**src/rtl/cla_pkg.sv**
```systemverilog
// Shared types for the carry-lookahead adder front end: default width,
// skid-stage state encoding and the registered p/g/carry entry.
package cla_pkg;

    localparam int CLA_WIDTH = 8;

    typedef enum logic [1:0] {
        EMPTY = 2'd0,
        BUSY  = 2'd1,
        FULL  = 2'd2
    } skid_state_t;

    typedef struct packed {
        logic [CLA_WIDTH-1:0] p;
        logic [CLA_WIDTH-1:0] g;
        logic                 carry;
    } pg_entry_t;

endpackage

```
**src/rtl/cla_pg_skid_stage_pg_cell.sv**
```systemverilog
// Single-bit propagate/generate cell; purely combinational.
module pg_cell (
    input  logic a_i,
    input  logic b_i,
    output logic p_i,
    output logic g_i
);

    assign p_i = a_i ^ b_i;
    assign g_i = a_i & b_i;

endmodule

```
**src/rtl/cla_pg_skid_stage.sv**
```systemverilog
// Registered p/g/carry stage with a 2-entry skid buffer feeding the CLA.
// Optional macro CLA_PG_SUB_EN adds a 'sub' input that turns the entry into a - b.
module cla_pg_skid_stage
    import cla_pkg::*;
#(
    parameter int WIDTH = CLA_WIDTH
) (
    input  logic             clk,
    input  logic             rst,
    input  logic             in_valid,
    output logic             in_ready,
    input  logic [WIDTH-1:0] a,
    input  logic [WIDTH-1:0] b,
    input  logic             carry_in,
`ifdef CLA_PG_SUB_EN
    input  logic             sub,
`endif
    output logic             out_valid,
    input  logic             out_ready,
    output logic [WIDTH-1:0] p,
    output logic [WIDTH-1:0] g,
    output logic             out_carry,
    output logic [1:0]       occupancy
);

    skid_state_t      state;
    pg_entry_t        main_q;
    pg_entry_t        skid_q;
    pg_entry_t        new_entry;
    logic [WIDTH-1:0] b_eff;
    logic             carry_eff;
    logic [WIDTH-1:0] p_vec;
    logic [WIDTH-1:0] g_vec;
    logic             in_xfer;
    logic             out_xfer;

`ifdef CLA_PG_SUB_EN
    // Subtraction is a + ~b + 1, so the forced carry replaces carry_in.
    assign b_eff     = sub ? ~b : b;
    assign carry_eff = sub | carry_in;
`else
    assign b_eff     = b;
    assign carry_eff = carry_in;
`endif

    for (genvar i = 0; i < WIDTH; i++) begin : g_pg
        pg_cell u_pg_cell (
            .a_i (a[i]),
            .b_i (b_eff[i]),
            .p_i (p_vec[i]),
            .g_i (g_vec[i])
        );
    end

    assign new_entry = '{p: p_vec, g: g_vec, carry: carry_eff};

    // in_ready depends only on registered state (and rst), never on out_ready.
    assign in_ready  = (state != FULL) && !rst;
    assign out_valid = (state != EMPTY);
    assign in_xfer   = in_valid && in_ready;
    assign out_xfer  = out_valid && out_ready;

    assign p         = main_q.p;
    assign g         = main_q.g;
    assign out_carry = main_q.carry;

    always_comb begin
        occupancy = 2'd0;
        case (state)
            BUSY:    occupancy = 2'd1;
            FULL:    occupancy = 2'd2;
            default: occupancy = 2'd0;
        endcase
    end

    // NOTE: sequential state uses non-blocking assignments so every register
    // samples pre-edge values regardless of statement order.
    always_ff @(posedge clk) begin
        if (rst) begin
            state  <= EMPTY;
            main_q <= '0;
        end else begin
            case (state)
                EMPTY: begin
                    if (in_xfer) begin
                        main_q <= new_entry;
                        state  <= BUSY;
                    end
                end
                BUSY: begin
                    if (in_xfer && out_xfer) begin
                        main_q <= new_entry;
                    end else if (in_xfer) begin
                        state <= FULL;
                    end else if (out_xfer) begin
                        state <= EMPTY;
                    end
                end
                FULL: begin
                    if (out_xfer) begin
                        main_q <= skid_q;
                        state  <= BUSY;
                    end
                end
                default: state <= EMPTY;
            endcase
        end
    end

    // NOTE: the skid register is data-only storage, qualified by state, so it
    // carries no reset; resetting it would only add reset fan-out.
    always_ff @(posedge clk) begin
        if (state == BUSY && in_xfer && !out_xfer) begin
            skid_q <= new_entry;
        end
    end

endmodule

```
**config.mk**
```make
export PLATFORM = sky130hd
export DESIGN_NAME = cla_pg_skid_stage
export DESIGN_NICKNAME = d
export VERILOG_FILES = /design/src/rtl/cla_pkg.sv /design/src/rtl/cla_pg_skid_stage_pg_cell.sv /design/src/rtl/cla_pg_skid_stage.sv
export SDC_FILE = /design/constraint.sdc
export NUM_CORES = 1
export LEC_CHECK = 0
export CAP_MARGIN = 20
export CORE_MARGIN = 5
export CORE_UTILIZATION = 50
export DETAILED_ROUTE_END_ITERATION = 7
export DONT_BUFFER_PORTS = 1
export PLACE_DENSITY = 0.76
export SLEW_MARGIN = 30
export SYNTH_ARGS = -nofsm -noshare
export SYNTH_HDL_FRONTEND = slang
export SYNTH_SLANG_ARGS = --single-unit
```
**constraint.sdc**
```tcl
create_clock -name clk -period 2.5 [get_ports clk]
set_clock_uncertainty 0.1 [all_clocks]
set_input_delay 0.5 -clock clk [delete_from_list [all_inputs] [get_ports clk]]
set_output_delay 0.5 -clock clk [all_outputs]
set_load 0.02 [all_outputs]
```
==> impl_metrics.json <==
{
  "multiInputGateArea_sq_um": 714,
  "fin_crit_sh": 0.783,
  "hold_start": "rst",
  "run_status": "finished clean",
  "critPathSlowestCell": "dfxtp_1",
  "wire_per_inst_um": 19.9,
  "endpoint_kind": "primary output",
  "syn-instance-count": 127,
  "use_met1": 0.195,
  "fmax_mhz": 511,
  "gp_congestion": 0.729,
  "synth_top_area_frac": 0.304,
  "placed_cell_area_sq_um": 1720,
  "pwr-share-clk": 0.272,
  "p_per_area_nw_per_um2": 645,
  "ant_nets": 0,
  "ys_types": 22,
  "antenna_found_initial": 0,
  "wl_um": 3480,
  "cts_setup_buffers": 0,
  "p_comb_frac": 0.122,
  "htreeDepth": 2,
  "peakVddDrop_mv": 0.459,
  "yosysTopAreaCell": "edfxtp_1",
  "pre_cts_slack_ps": 672,
  "intPower_mw": 0.847,
  "gr-usage-all-layers": 0.163,
  "finalPower_mw": 1.15,
  "synth_nets": 156,
  "total_leakage_power_nw": 0.564,
  "critPathBufInv": 0,
  "core-area_sq_um": 3280,
  "fp.dieArea_sq_um": 4610,
  "postSynthAreaPerCell_sq_um": 13.2,
  "cts_made_buffers": 5,
  "p_switching_mw": 0.301,
  "vias": 1099,
  "start_util": 0.511,
  "cts_resized": 0,
  "critPathMaxFanout": 7,
  "clock_sinks": 36,
  "max_cap_viol_count": 0,
  "clk_latency_ps": 330,
  "hpwl_um": 2310,
  "grt_pass1_wl_um": 5530,
  "dr.pass1.iters": 4,
  "worstPathCellList": "nor2b_2, nor2_1",
  "cts_tree": "yes",
  "critPathTopFamily": "simple AND/OR/NAND/NOR gates",
  "drv_slew": 0,
  "cpPeakStageDelay_ps": 450,
  "drive_gt1_frac": 0.202,
  "tightest_slew_ps": 843,
  "grt_start_max_net_pins": 22,
  "area_delta_synth_final_pct": 5.97,
  "via_per_inst": 6.28,
  "period_needed_ps": 1960,
  "cts-root-buf": "clkbuf_4",
  "use_met3": 0.0591,
  "r2r_start": "state[1]",
  "busiest_layer": "met2",
  "hold_class": "in -> reg",
  "gr-usage-met2": 0.256,
  "postSynthRegisterBits": 36,
  "crit_start": "state[1]",
  "rsz0062_at_grt": "false",
  "syn-cell-area_sq_um": 1680,
  "seqPwrFrac": 0.606,
  "worst_slack_ps": 543,
  "clk_pin_slew_ps": 100,
  "io-pin-count": 42,
  "slew_headroom": 0.438,
  "layout.area.seq_sq_um": 891,
  "synth-seq-area-share": 0.531,
  "grt.overflow.total": 0,
  "finalSetupViolCount": 0,
  "startpoint_type": "register",
  "hold_viol_final": 0,
  "nFillCells": 278,
  "grt_pass1_vias": 1128,
  "critical_path_required_ps": 1900,
  "die_w_um": 67.9,
  "drc": 0,
  "place.port_buffers": 0,
  "die_h_um": 67.9,
  "yosysWarnings": 0,
  "final_area_sq_um": 1780,
  "arrival_ps": 1360,
  "hold_slack_ps": 118,
  "cts_max_path_buffers": 2,
  "p_sw_frac": 0.262,
  "diodes": 0,
  "synth_area_leaders": "edfxtp_1 30%, dfxtp_1 23%, mux2i_1 11%",
  "fin_setup_tns_ps": 0,
  "layout.nets": 157,
  "critPathKind": "reg -> out",
  "row_count": 21,
  "postCtsHoldBufs": 0,
  "drtIter0Drc": 125
}
[cell families after synthesis]
family                   after synthesis  synth area share
AO/OA/AOI/OAI                         38             0.210
multiplexers                          18             0.107
flip-flops                            36             0.531
AND/OR/NAND/NOR                       13            0.0440
buffers and inverters                 14            0.0477
adder cells (fa/ha/maj)                8            0.0597
[flip-flops by register name, summed over array words and instances (netlist names)]
| register | cells |
|---|---|
| p | 8 |
| skid_q | 17 |
| g | 8 |
| state | 2 |
| out_carry | 1 |
[Yosys cell counts]
| master | number |
|---|---|
| dfxtp_1 | 19 |
| mux2i_1 | 18 |
| a311oi_1 | 17 |
| edfxtp_1 | 17 |
| a211oi_2 | 10 |
| ha_1 | 8 |
| a211oi_1 | 7 |
| clkbuf_1 | 6 |
| buf_2 | 4 |
| buf_6 | 3 |
| nor2b_1 | 3 |
| a21oi_1 | 2 |
| nand2_1 | 2 |
| nor2_1 | 2 |
| nor3_1 | 2 |
| a31o_1 | 1 |
| and3b_1 | 1 |
| inv_1 | 1 |
| nand2b_1 | 1 |
| o21a_1 | 1 |
| or2_2 | 1 |
| or3b_1 | 1 |
[layer usage]
metal | part of all wire | routed length [um]
met2 | 0.48 | 1660
met1 | 0.42 | 1470
met5 | 0 | 0
met4 | 0.018 | 61
met3 | 0.083 | 287
[final timing paths]
kind               to  slack [ps]  depth (start not counted)
max          in_ready         540                          2
max reg2reg      p[3]         660                          4
min reg2reg      g[6]         510                          2
min              g[1]         120                          1
[placed cells by master (no fill, tap or decap), drive strengths merged, types with 2 or more instances in the layout]
cell | Yosys | layout
a211oi | 17 | 17
nand2 | 2 | 2
buf | 7 | 7
nor3 | 2 | 2
a21oi | 2 | 2
dfxtp | 19 | 19
nor2b | 3 | 3
edfxtp | 17 | 17
nor2 | 2 | 2
clkbuf | 6 | 8
mux2i | 18 | 18
ha | 8 | 8
a311oi | 17 | 17
[through the flow]
step / cells / util
2_1_floorplan: 127 / -
3_3_place_gp: 167 / 0.523
3_5_place_dp: 167 / 0.523
4_1_cts: 175 / 0.541
5_1_grt: 175 / 0.541
6_report: 175 / 0.541
[power by group through the flow]
stage	registers, mW	logic, mW	clock network [mW]
4_1_cts	0.696	0.141	0.322
3_3_place_gp	0.708	0.134	0
5_1_grt	0.699	0.156	0.344
6_report	0.695	0.140	0.312
2_1_floorplan	0.701	0.122	0
3_5_place_dp	0.710	0.140	0
[area by class of cell]
type	count	share of cell area
Multi-Input combinational cell	77	0.402
Sequential cell	36	0.501
Clock buffer	8	0.0331
Tap cell	46	0.0324
Inverter	1	0.00211
Timing Repair Buffer	7	0.0296
[worst register-to-register path, delay by kind of cell, from the launching register on]
family                 cells  cell delay, ps
AOI/OAI and AO/OA          1             100
buffers and inverters      1             370
and+or+nand+nor            1             390
DFF                        1             450
muxes                      1             300
(Power assumes the default switching activity.)
